<file path="src/rtl/mem_port_arbiter.sv">
// mem_port_arbiter: shares one single-port memory between the instruction
// fetch port (i_*) and the load/store port (d_*). Ties between the two go
// round-robin. Each access runs IDLE -> BUSY -> DONE. A watchdog aborts a
// BUSY phase that waits too long for mem_ready.
module mem_port_arbiter #(
  parameter int ADDR_W  = 32,
  parameter int DATA_W  = 32,
  parameter int TIMEOUT = 16
) (
  input  logic                clk,
  input  logic                reset_n,
  input  logic                i_req,
  input  logic [ADDR_W-1:0]   i_addr,
  output logic                i_done,
  output logic [DATA_W-1:0]   i_rdata,
  output logic                i_err,
  input  logic                d_req,
  input  logic                d_we,
  input  logic [ADDR_W-1:0]   d_addr,
  input  logic [DATA_W-1:0]   d_wdata,
  input  logic [DATA_W/8-1:0] d_wstrb,
  output logic                d_done,
  output logic [DATA_W-1:0]   d_rdata,
  output logic                d_err,
  output logic                mem_valid,
  output logic                mem_we,
  output logic [ADDR_W-1:0]   mem_addr,
  output logic [DATA_W-1:0]   mem_wdata,
  output logic [DATA_W/8-1:0] mem_wstrb,
  input  logic                mem_ready,
  input  logic [DATA_W-1:0]   mem_rdata
);

  localparam int STRB_W = DATA_W / 8;

  typedef enum logic [1:0] {IDLE = 2'd0, BUSY = 2'd1, DONE = 2'd2} state_t;

  state_t state, state_nx;

  // Control: last_d/own_d are 1 when the data port holds the grant.
  logic        last_d;
  logic        own_d;
  logic [31:0] cnt;
  logic        grant;
  logic        grant_d;
  logic        finish;
  logic        timed_out;

  // Request stage: fields captured at grant, replayed on the memory bus.
  logic [ADDR_W-1:0] addr_p1;
  logic              we_p1;
  logic [DATA_W-1:0] wdata_p1;
  logic [STRB_W-1:0] wstrb_p1;

  // Result stage: data and error returned to the owner in DONE.
  logic [DATA_W-1:0] rdata_p2;
  logic              err_p2;

  // Next-state decode, arbitration and output drive.
  always_comb begin
    state_nx  = state;
    grant     = 1'b0;
    grant_d   = 1'b0;
    finish    = 1'b0;
    timed_out = 1'b0;
    case (state)
      IDLE: begin
        if (i_req || d_req) begin
          grant    = 1'b1;
          grant_d  = (i_req && d_req) ? !last_d : d_req;
          state_nx = BUSY;
        end
      end
      BUSY: begin
        if (mem_ready) begin
          finish   = 1'b1;
          state_nx = DONE;
        end else if (TIMEOUT != 0 && (cnt + 32'd1) == 32'(TIMEOUT)) begin
          timed_out = 1'b1;
          state_nx  = DONE;
        end
      end
      DONE:    state_nx = IDLE;
      default: state_nx = IDLE;
    endcase

    mem_valid = (state == BUSY);
    mem_we    = mem_valid & we_p1;
    mem_addr  = mem_valid ? addr_p1  : '0;
    mem_wdata = mem_valid ? wdata_p1 : '0;
    mem_wstrb = mem_valid ? wstrb_p1 : '0;

    i_done  = (state == DONE) && !own_d;
    d_done  = (state == DONE) && own_d;
    i_rdata = i_done ? rdata_p2 : '0;
    d_rdata = d_done ? rdata_p2 : '0;
    i_err   = i_done & err_p2;
    d_err   = d_done & err_p2;
  end

  // State register, grant history and watchdog counter.
  always_ff @(posedge clk) begin
    if (!reset_n) begin
      state  <= IDLE;
      last_d <= 1'b0;
      own_d  <= 1'b0;
      cnt    <= '0;
    end else begin
      state <= state_nx;
      if (grant) begin
        own_d  <= grant_d;
        last_d <= grant_d;
        cnt    <= '0;
      end else if (state == BUSY) begin
        cnt <= cnt + 32'd1;
      end
    end
  end

  // Request and result capture; visibility is gated by state, so no reset.
  always_ff @(posedge clk) begin
    if (grant) begin
      addr_p1  <= grant_d ? d_addr : i_addr;
      we_p1    <= grant_d & d_we;
      wdata_p1 <= grant_d ? d_wdata : '0;
      wstrb_p1 <= (grant_d && d_we) ? d_wstrb : '0;
    end
    if (finish || timed_out) begin
      rdata_p2 <= (finish && !we_p1) ? mem_rdata : '0;
      err_p2   <= timed_out;
    end
  end

endmodule

</file>
<file path="config.mk">
export PLATFORM = sky130hd
export DESIGN_NAME = mem_port_arbiter
export DESIGN_NICKNAME = d
export VERILOG_FILES = /design/src/rtl/mem_port_arbiter.sv
export SDC_FILE = /design/constraint.sdc
export NUM_CORES = 1
export LEC_CHECK = 0
export BUFFER_PORTS_ARGS = -buffer_cell sky130_fd_sc_hd__buf_2
export CORE_ASPECT_RATIO = 1.4
export CORE_MARGIN = 2
export CORE_UTILIZATION = 49
export CTS_CLUSTER_SIZE = 10
export DETAILED_ROUTE_END_ITERATION = 10
export GPL_ROUTABILITY_DRIVEN = 0
export PLACE_DENSITY = 0.76
export RECOVER_POWER = 50
export SLEW_MARGIN = 25
export SYNTH_ARGS = -nofsm -noshare
export SYNTH_HDL_FRONTEND = slang
export SYNTH_SLANG_ARGS = --single-unit
</file>
<file path="constraint.sdc">
create_clock -name clk -period 4.5 [get_ports clk]
set_clock_uncertainty 0.15 [all_clocks]
set_input_delay 0.45 -clock clk [delete_from_list [all_inputs] [get_ports clk]]
set_output_delay 0.45 -clock clk [all_outputs]
set_load 0.01 [all_outputs]
</file>
Word-level counts from Yosys, hierarchy flattened
Cells that the tools add are included.

Bits in writable memories: 0. Register bits after elaboration: 137. Output and inout port bits: 138. Latch bits: 0. Memories: 0. Bits in read-only memories: 0.

Muxes and demuxes: 20. Reductions and logical operators: 12. Bitwise gates (word level): 5. $add $sub $neg: 1. Div/mod/pow operators: 0. $lt $le $gt $ge: 0. Eq/ne operators: 5. $mul: 0. Shift operators: 0.

Operators with widths (count): 32-bit two-way mux (5); 32-bit by 1-bit adder with 32-bit output (second input constant) (1); 32-bit by 5-bit equality test with 1-bit output (second input constant) (1); 1-bit two-way mux (10); 2-bit two-way mux (3); 1-bit logical AND (5); 1-bit AND (4); 4-bit two-way mux (1); 2-bit one-hot mux with 2 select lines (1); 3-bit by 1-bit inequality test with 1-bit output (second input constant) (1); 2-bit by 1-bit equality test with 1-bit output (second input constant) (1); 2-bit equality test (second input constant) (1); 1-bit logical NOT (2); 2-bit logical NOT (1); 1-bit logical OR (2); 2-bit inequality test (second input constant) (1); 2-bit AND reduction (1); 2-bit OR reduction (1); 1-bit NOT (1).

Depth between registers and ports, before layout
Gate-level depths: netlist of the first run.

Depth in word-level cells: 6. Mapped depth: 9. Depth with buffers taken out: 8.

Worst setup path before layout of the first run
OpenSTA, ideal clock, no wires.

Path kind: flip-flop to flip-flop. Start point: reg cnt[0]. End point: reg err_p2 (enable). Data arrival time: 3.357 ns. Library setup time: 0.392 ns. Period minus slack after synthesis: 3.899 ns. Slack: 0.601 ns. Path buffers: 0. Stages on the path, launching flop included: 9. Path through: dfxtp_1 -> ha_1 -> nand3_4 -> nor4_1 -> xor2_1 -> or3_1 -> or4_1 -> nor4_2 -> o21a_1.

Word-level cells in the longest chain between the ends: 6.

Ends and longest elaborated chain: start: declaration (line 43) `logic [31:0] cnt;`; start signal: assignment (line 115) `cnt <= cnt + 32'd1;`; 32-bit by 1-bit adder with 32-bit output (line 78) `end else if (TIMEOUT != 0 && (cnt + 32'd1) == 32'(TIMEOUT)) begin`; 32-bit by 5-bit equality test with 1-bit output (line 78); 1-bit two-way mux (line 78); 1-bit two-way mux (line 75) `if (mem_ready) begin`; 1-bit two-way mux (line 66) `case (state)`; 1-bit logical OR (line 128) `if (finish || timed_out) begin`; end signal: assignment (line 130) `err_p2 <= timed_out;`; end: declaration (line 57) `logic err_p2;`.

No other way between the ends. A chain may end at the register's enable or synchronous reset.

Worst setup path in the final report of the first run
Start point: reg cnt[0]. End point: reg rdata_p2[16] (enable).

Word-level cells in the longest chain between the ends: 6.

Ends and longest elaborated chain: 32-bit by 1-bit adder with 32-bit output (line 78); 32-bit by 5-bit equality test with 1-bit output (line 78); 1-bit two-way mux (line 78); 1-bit two-way mux (line 75); 1-bit two-way mux (line 66); 1-bit logical OR (line 128); end signal: assignment (line 129) `rdata_p2 <= (finish && !we_p1) ? mem_rdata : '0;`; end: declaration (line 56) `logic [DATA_W-1:0] rdata_p2;`.

No other way between the ends.

==> results of run 1 <==
[flip-flops by register name, summed over array words and instances (netlist names)]
register / count
err_p2: 1
wstrb_p1: 4
rdata_p2: 32
wdata_p1: 32
state: 2
cnt: 32
addr_p1: 32
own_d: 1
we_p1: 1
[layout make-up]
type,instances,area (µm²)
antenna,1,2.50
sequential,137,3760
tap,185,231
clock inverter,12,103
fill,1177,4950
clock buffer,18,429
multi-input combinational,471,3100
inverter,4,15.0
timing repair buffer,282,1390
[per-stage QoR]
stage / cell area (µm²) / setup slack, ns / utilization [%] / std cells
2_1_floorplan: 7060 / 0.601 / - / 656
3_3_place_gp: 8560 / 0.786 / 61.2 / 1079
3_5_place_dp: 8560 / 0.672 / 61.2 / 1079
4_1_cts: 9090 / 0.636 / 65.0 / 1109
5_1_grt: 9020 / 0.211 / 64.6 / 1109
6_report: 9030 / 0.469 / 64.6 / 1110
[kinds of logic (layout without fill, tap and decap cells)]
family	Yosys count	after routing
xor gates and xnor gates	39	39
and+or+nand+nor	364	364
buffers and inverters	48	316
muxes	33	33
AOI/OAI and AO/OA	34	34
adders and majority gates	1	1
DFF	137	137
other	0	1
[power breakdown]
part           internal [mW]  total [mW]  switching, mW  leakage [nW]
clock                  0.750        1.27          0.516         0.257
combinational          0.160       0.355          0.195          2.34
sequential              1.47        1.50         0.0226          1.28
total                   2.38        3.12          0.734          3.87
[routing by layer]
layer,vias up,routed length [µm],global-route usage [%]
li1,2782,-,-
met1,2602,6560,23.3
met2,293,8940,40.8
met3,50,1520,6.76
met4,4,548,10.9
met5,-,26,0
[path summary, 6_finish.rpt]
| kind | cells past startpoint | end | slack (ns) | start |
|---|---|---|---|---|
| min | 2 | state[1] | 0.16 | reset_n |
| max | 9 | rdata_p2[16] | 0.47 | cnt[0] |
| max reg2reg | 9 | rdata_p2[16] | 0.47 | cnt[0] |
| min reg2reg | 2 | cnt[1] | 0.40 | cnt[1] |
[synth_stat cells, types with 2 or more instances]
master and instances:
a31oi_1 3, nand2_1 26, nand2b_1 2, nand4b_1 2, a2111oi_0 2, and3_1 11, nand3_1 14, a21oi_1 8
buf_1 3, o21ai_0 10, xnor2_1 16, and4_1 5, xor2_1 23, mux2_2 33, dfxtp_1 35, nor2_1 42
nor3_1 9, a311oi_1 2, and2_1 204, nand4_1 18, nor4_1 9, buf_2 3, o211a_1 2, nor3b_1 3
inv_1 4, nand3b_1 2, or3_1 7, clkbuf_1 36, edfxtp_1 102
==> impl_metrics.toml, run 1 <==
[clocking]
clkSinkCount = 137
cts_buffer_depth = 2
clk_pin_slew_ns = 0.06
hold_buffers = 0
cts_resized = 0
cts_buffers = 17
h-tree-depth = 4
clock_latency_ns = 0.41
root_buffer = "clkbuf_16"
cts_setup_buffers = 0
cts_tree = "done"

[synth]
async_flop_share_pct = 0
muxShareOfSynthArea_pct = 5.27
synth_top_cell_area_share_pct = 43.4
synth-compound-area-share_pct = 3.21
synth_adder_area_share_pct = 0.177
syn_inst = 656
synth_top_cells_by_area = "edfxtp_1, and2_1, dfxtp_1, mux2_2, xor2_1"
syn-cell-area_um2 = 7060
syn_avg_cell_area_um2 = 10.8
yosys.area_share.simple_pct = 30.4
yosys_register_bits = 137
synthFlopType = "edfxtp_1"
synthesis.nets = 795
synth_largest_area_cell = "edfxtp_1"
synth_edf_count = 102
synth_cell_types = 49
synth-xor-area-share_pct = 4.84
seq_area_frac_synth_pct = 53.3
synth_top_family_by_area = "simple AND/OR/NAND/NOR gates"
ys_warn_count = 0

[setup_path]
max_stage_delay_ns = 0.54
path_buf_inv = 1
criticalPathCategory = "reg2reg"
critPathCaptureType = "register"
cp.arrival_ns = 3.94
worstPathMaxFanout = 33
cp_top_family = "simple AND/OR/NAND/NOR gates"
cp-start-kind = "register"
crit_required_ns = 4.41
cpMaxStageDelayCell = "or4_1"
crit_chain = "ha_1 -> nand3_1 -> nor4_1 -> xor2_1 -> or3_1 -> or4_1 -> nor4_2 -> o21a_1 -> buf_4"

[pwr]
powerDensity_nw_per_um2 = 345
finalPower_mw = 3.12
vdd.ir_drop.worst_v = 0.000243
p_leak_nw = 3.87

[sta]
rsz0062_at_grt = "false"
finalSetupTns_ns = 0
setup_violations = 0
tightest_slew_ns = 2.93
hold_viol_final = 0
timing.fmax_ghz = 0.248
holdWs_ns = 0.156
final_max_slew_viol_count = 130
layout_min_cycle_time_ns = 4.03
finalCritPeriodShare_pct = 89.6
slew_headroom_pct = -95.3

[run]
maxCapViolations = 2

[die]
rows = 51
ios = 276
start_util_pct = 50.5
design.die.area_um2 = 15400
die_h_um = 146
die_w_um = 105
core_um2 = 14000

[run_status]
status = "finished with violations"
violations = "capacitance limit, slew limit"

[global_routing]
grt_pass1_wl_um = 27200
antenna_found_initial = 3
grt_overflow = 0
grt_max_degree = 71
grt.total_usage_pct = 22.5
grt_pass1_vias = 5661

[finish]
mostFrequentLayoutCell = "buf_2"
layout_common_cells = "buf_2, and2_1, edfxtp_1, and2_0, nor2_1"
post_route_cells_drive_above_1_share_pct = 35.1
area_growth_pct = 27.9
final_nets = 1052

[detailed_routing]
vias_per_cell = 5.16
drc = 0
via_count = 5731
wire_per_inst_um = 15.9
wl_um = 17600
dr.pass1.iters = 5
ant_nets = 0
drtIter0Drc = 314

[placed_design]
dpl.hpwl_um = 12900
port_buffers = 275

[hold_path]
holdCritPathClass = "in2reg"
Power figures use the tool's default switching activity.
==> run 2, diff against run 1 <==
Settings changed: GPL_ROUTABILITY_DRIVEN 0 to 1.
Clock period 4.5 ns to 3.9 ns, I/O delays scaled along.
==> run 2 against run 1 <==
Compared with the run above:
- the flow still finishes with violations (capacitance limit, slew limit)
- final area increased by 1.5%
- sequential share of layout area shrank 0.63 points
- hold slack worse by 0.063 ns
- critical path type unchanged
- utilization up 0.98 points
- clock-buffer cell count down 1
- largest cell class unchanged
- sequential cell count unchanged
==> impl_metrics.toml, run 2 (synthesized netlist as in run 1, its figures left out) <==
[sta]
rsz0062_at_grt = "false"
final_max_slew_viol_count = 59
worst_slack_ns = 0.235
layout_min_cycle_time_ns = 3.66
tightest_slew_ns = 1.54
setup_violations = 0
holdWs_ns = 0.0934
hold_viol_final = 0
finalCritPeriodShare_pct = 94.0
slew_headroom_pct = -3.08
finalSetupTns_ns = 0
timing.fmax_ghz = 0.273

[clocking]
cts_buffers = 17
hold_buffers = 0
clkSinkCount = 137
root_buffer = "clkbuf_16"
cts_setup_buffers = 0
h-tree-depth = 4
cts_buffer_depth = 2
cts_tree = "done"
clock_latency_ns = 0.41
clk_pin_slew_ns = 0.06
cts_resized = 0

[finish]
multi_input_area_um2 = 3110
layout_common_cells = "buf_2, and2_1, edfxtp_1, nor2_1, and2_0"
final_cells = 1120
mostFrequentLayoutCell = "buf_2"
area_growth_pct = 29.9
ff_latch_area_um2 = 3760
post_route_cells_drive_above_1_share_pct = 35.7
fill_cells = 1180
final_nets = 1060

[run]
maxCapViolations = 1

[pwr]
finalPower_mw = 3.73
p_leak_nw = 3.93
comb_power_share_pct = 11.0
p_seq_share_pct = 46.3
switching_share_pct = 23.9
vdd.ir_drop.worst_v = 0.000330
p_clk_share_pct = 42.7
powerDensity_nw_per_um2 = 407
switchingPower_mw = 0.890
internal_power_mw = 2.84

[run_status]
violations = "capacitance limit, slew limit"
status = "finished with violations"

[setup_path]
ff2ff_path_depth = 9
startpoint = "cnt[0]"
critPathCaptureType = "register"
worstPathMaxFanout = 33
cp.arrival_ns = 3.63
cp-start-kind = "register"
crit_required_ns = 3.86
timing.rr.start = "cnt[0]"
criticalPathCategory = "reg2reg"

[global_routing]
grt_overflow = 0
antenna_found_initial = 3
grt_max_degree = 71
grt_pass1_vias = 5617
grt_pass1_wl_um = 27300
grt.total_usage_pct = 22.5

[placed_design]
dpl.cell_count = 1087
dpl.hpwl_um = 12900
gp_congestion = 0.880
dpl_worst_slack_ns = 0.225
port_buffers = 275

[die]
ios = 276
die_h_um = 146
design.die.area_um2 = 15400
core_um2 = 14000
start_util_pct = 50.5
die_w_um = 105
rows = 51

[detailed_routing]
dr_wl_met2_um = 8850
vias_per_cell = 5.12
wl_met3_um = 1540
wl_met1_um = 6490
top_layer = "met5"
wl_um = 17400
dr.pass1.iters = 4
ant_nets = 0
via_count = 5734
wire_per_inst_um = 15.5
drtIter0Drc = 307
drc = 0

[hold_path]
hold_path_startpoint = "d_wdata[16]"
min_path_cells = 2
holdCritPathClass = "in2reg"
run 2: cell count changes in the layout (fill, tap and decap cells not counted), sizes merged:
cell,change
clkinvlp,+2
bufinv,+1
clkinv,-3
clkbuf,+3
buf,+4
inv,+3
run 2: layer usage:
layer,track usage [%],vias to the layer above
met5,0,-
met4,9.53,6
met3,6.99,40
met2,40.4,278
met1,24.1,2607
li1,-,2803
run 2: worst max-delay path: stages, from the launching register on:
cell     delay [ns]
dfxtp_1        0.43
ha_1           0.32
nand3_4        0.16
nor4_1         0.43
xor2_1         0.13
or3_1          0.37
or4_1          0.54
nor4_2         0.39
o21a_1         0.20
buf_12         0.21
run 2: final cells by class:
type	instances	share of cell area [%]
flip-flops and latches	137	41.1
repair buffers	290	15.8
diodes	1	0.0273
clock buffers	17	4.64
clock inverters	15	1.82
well taps	185	2.53
inverters	4	0.164
multi-input cells	471	33.9
run 2: final timing paths:
path	to	slack, ns
hold / removal	wdata_p1[16]	0.09
hold reg to reg	cnt[1]	0.37
setup / recovery	rdata_p2[8]	0.24
setup reg to reg	rdata_p2[8]	0.24
run 2: stage by stage:
step / instance area (µm²) / util, %
after floorplan: 7060 / -
after global placement: 8630 / 61.8
after detailed placement: 8630 / 61.8
after CTS: 9220 / 66.0
after global routing: 9160 / 65.6
final: 9160 / 65.6
run 2: power groups by stage:
stage	registers (mW)	clock network (mW)	logic, mW
after floorplan	1.75	0	0.234
after CTS	1.73	1.63	0.424
after global routing	1.74	1.69	0.453
after detailed placement	1.76	0	0.422
final	1.73	1.59	0.411
after global placement	1.75	0	0.415
==> run 3, diff against run 2 <==
Settings changed: ABC_AREA from default to 1, CORE_UTILIZATION 49 to 50, PLACE_DENSITY 0.76 to 0.77.
==> run 3 against run 2 <==
Compared with the run above:
- first-iteration DRC count up 8.5%
- wire length rose by 15%
- power is 6.8% higher
- non-clock buffer count shrank 8
- sequential cell count unchanged
- area after synthesis is 6.4% higher
- sequential share of layout area down 1.8 points
- final area up 4.6%
- the run still ends with capacitance limit, slew limit left
- critical endpoint is now rdata_p2[27]
- utilization is 1.1 points lower
- via count increased by 23%
- clock-buffer cell count unchanged
- highest routed layer is now met4
- critical path depth increased by 4
==> impl_metrics.toml, run 3 <==
[finish]
final_nets = 1449
fin_area_um2 = 9580
area_growth_pct = 27.6
fill_cells = 1346
multi_input_area_um2 = 2660
post_route_cells_drive_above_1_share_pct = 25.3
insertedDiodeCount = 0
ff_latch_area_um2 = 3760
fin_util_pct = 64.5
layout_common_cells = "nor2_1, buf_2, inv_1, nand2_1, edfxtp_1"

[setup_path]
ff2ff_path_depth = 13
cp-start-kind = "register"
timing.rr.start = "cnt[5]"
cp_top_family = "simple AND/OR/NAND/NOR gates"
regToRegSetupSlack_ns = 0.63
path_buf_inv = 2
worstPathMaxFanout = 29
crit-reg2reg-capture = "rdata_p2[27]"
max_stage_delay_ns = 0.41
cpMostUsedCell = "nand3_1"
critPathCaptureType = "register"
cpMaxStageDelayCell = "dfxtp_1"
cp.arrival_ns = 3.19
crit_required_ns = 3.82
criticalPathCategory = "reg2reg"
crit_chain = "nand2_1 -> nor2_1 -> nand3_1 -> nand2_1 -> nand3_1 -> nor2_1 -> nand3_1 -> nor2_1 -> nand3_1 -> nand2_1 -> inv_2 -> nor2_2 -> buf_4"

[global_routing]
antenna_found_initial = 0
grt_pass1_wl_um = 30300
grt.total_usage_pct = 24.3
grt_max_degree = 74
grt_overflow = 0
grt_pass1_vias = 6494

[synth]
synth.most_common_cell = "nor2_1"
synth_top_cells_by_area = "edfxtp_1, nor2_1, inv_1, nand2_1, dfxtp_1"
yosys_register_bits = 137
synthFlopType = "edfxtp_1"
synthTopCellsByCount = "nor2_1, inv_1, nand2_1"
synth_largest_area_cell = "edfxtp_1"
syn_avg_cell_area_um2 = 7.19
synth_top_cell_area_share_pct = 40.8
synthesis.nets = 1183
seq_area_frac_synth_pct = 50.1
synth_cell_types = 28
synth_edf_count = 102
syn_inst = 1044
async_flop_share_pct = 0
ys_warn_count = 0
syn-cell-area_um2 = 7510

[sta]
layout_min_cycle_time_ns = 3.27
slew_headroom_pct = -78.9
finalCritPeriodShare_pct = 83.9
setup_violations = 0
finalSetupTns_ns = 0
timing.fmax_ghz = 0.306
tightest_slew_ns = 2.68
final_max_slew_viol_count = 136
hold_viol_final = 0
rsz0062_at_grt = "false"

[clocking]
cts_resized = 0
cts_buffers = 17
hold_buffers = 0
clk_pin_slew_ns = 0.07
cts_tree = "done"
root_buffer = "clkbuf_16"
clock_latency_ns = 0.41
cts_buffer_depth = 2
h-tree-depth = 4
clkSinkCount = 137
cts_setup_buffers = 0

[placed_design]
gp_congestion = 0.936
port_buffers = 275
place_area_um2 = 9060
dpl.hpwl_um = 15000

[detailed_routing]
wire_per_inst_um = 13.1
dr.pass1.iters = 5
via_count = 7055
vias_per_cell = 4.66
wl_um = 19900
drc = 0
ant_nets = 0
drtIter0Drc = 333

[die]
die_w_um = 108
start_util_pct = 50.5
design.die.area_um2 = 16000
core_um2 = 14900
ios = 276
rows = 53
die_h_um = 149

[hold_path]
holdCritPathClass = "in2reg"
hold_end = "addr_p1[11]"
min_path_cells = 3
hold_path_startpoint = "d_addr[11]"

[run_status]
violations = "capacitance limit, slew limit"
status = "finished with violations"

[pwr]
powerDensity_nw_per_um2 = 416
vdd.ir_drop.worst_v = 0.000274
p_leak_nw = 5.43

[run]
maxCapViolations = 2
## run 3: cell types whose count changed after synthesis, sizes merged, moves of 9 or more
cell	delta
a21oi	+18
and2	-204
and3	-12
clkbuf	-9
inv	+248
mux2	-33
nand2	+201
nand3	+10
nand4	-11
nor2	+241
nor4	-10
o21ai	+21
xnor2	-15
xor2	-18
## run 3: power breakdown
| part | switching, mW | total, mW | internal, mW |
|---|---|---|---|
| combinational | 0.435 | 0.656 | 0.221 |
| sequential | 0.0593 | 1.82 | 1.76 |
| clock | 0.669 | 1.51 | 0.837 |
## run 3: stage by stage
| step | setup slack, ns | instances | total power, mW | hold slack (ns) |
|---|---|---|---|---|
| 2_1_floorplan | 0.828 | 1044 | 2.24 | 0.328 |
| 3_3_place_gp | 0.978 | 1483 | 2.49 | 0.343 |
| 3_5_place_dp | 0.808 | 1483 | 2.50 | 0.363 |
| 4_1_cts | 0.757 | 1515 | 4.00 | 0.0745 |
| 5_1_grt | 0.329 | 1515 | 4.15 | 0.0740 |
| 6_report | 0.629 | 1515 | 3.98 | 0.0862 |
## run 3: per-layer routing
layer | wire length (µm) | GRT usage, % | vias to the layer above
met2 | 10700 | 45.8 | 273
met4 | 463 | 9.17 | 0
li1 | - | - | 3628
met5 | 0 | 0 | -
met1 | 7330 | 24.8 | 3121
met3 | 1390 | 7.21 | 33
## run 3: final cells by class
class	instances	area share [%]
clock buffer	17	4.44
clock inverter	15	1.38
inverter	253	9.92
multi-input combinational	619	27.7
sequential	137	39.3
tap	192	2.51
timing repair buffer	282	14.7
## run 3: worst reg2reg max path, stage by stage (launching register included)
cell and delay [ns]:
dfxtp_1 0.41, nand2_1 0.11, nor2_1 0.41, nand3_1 0.28
nand2_1 0.16, nand3_1 0.09, nor2_1 0.16, nand3_1 0.09
nor2_1 0.14, nand3_1 0.13, nand2_1 0.12, inv_2 0.06
nor2_2 0.22, buf_4 0.40
## run 3: kinds of logic (layout without fill, tap and decap cells)
| family | count (synthesis) | in the layout | synth area share (%) |
|---|---|---|---|
| and+or+nand+nor | 549 | 549 | 30.2 |
| buffers and inverters | 288 | 567 | 14.4 |
| DFF | 137 | 137 | 50.1 |
| AOI/OAI and AO/OA | 63 | 63 | 4.38 |
| xor gates and xnor gates | 6 | 6 | 0.700 |
| adders and majority gates | 1 | 1 | 0.167 |
## run 3: worst max-delay path by stage
stage	from	to	cells after the start
3_5_place_dp	cnt[1]	rdata_p2[6]	16
3_3_place_gp	cnt[0]	rdata_p2[3]	16
6_report	cnt[5]	rdata_p2[27]	13
2_1_floorplan	cnt[0]	err_p2	15
5_1_grt	cnt[5]	rdata_p2[7]	13
4_1_cts	cnt[0]	rdata_p2[5]	16
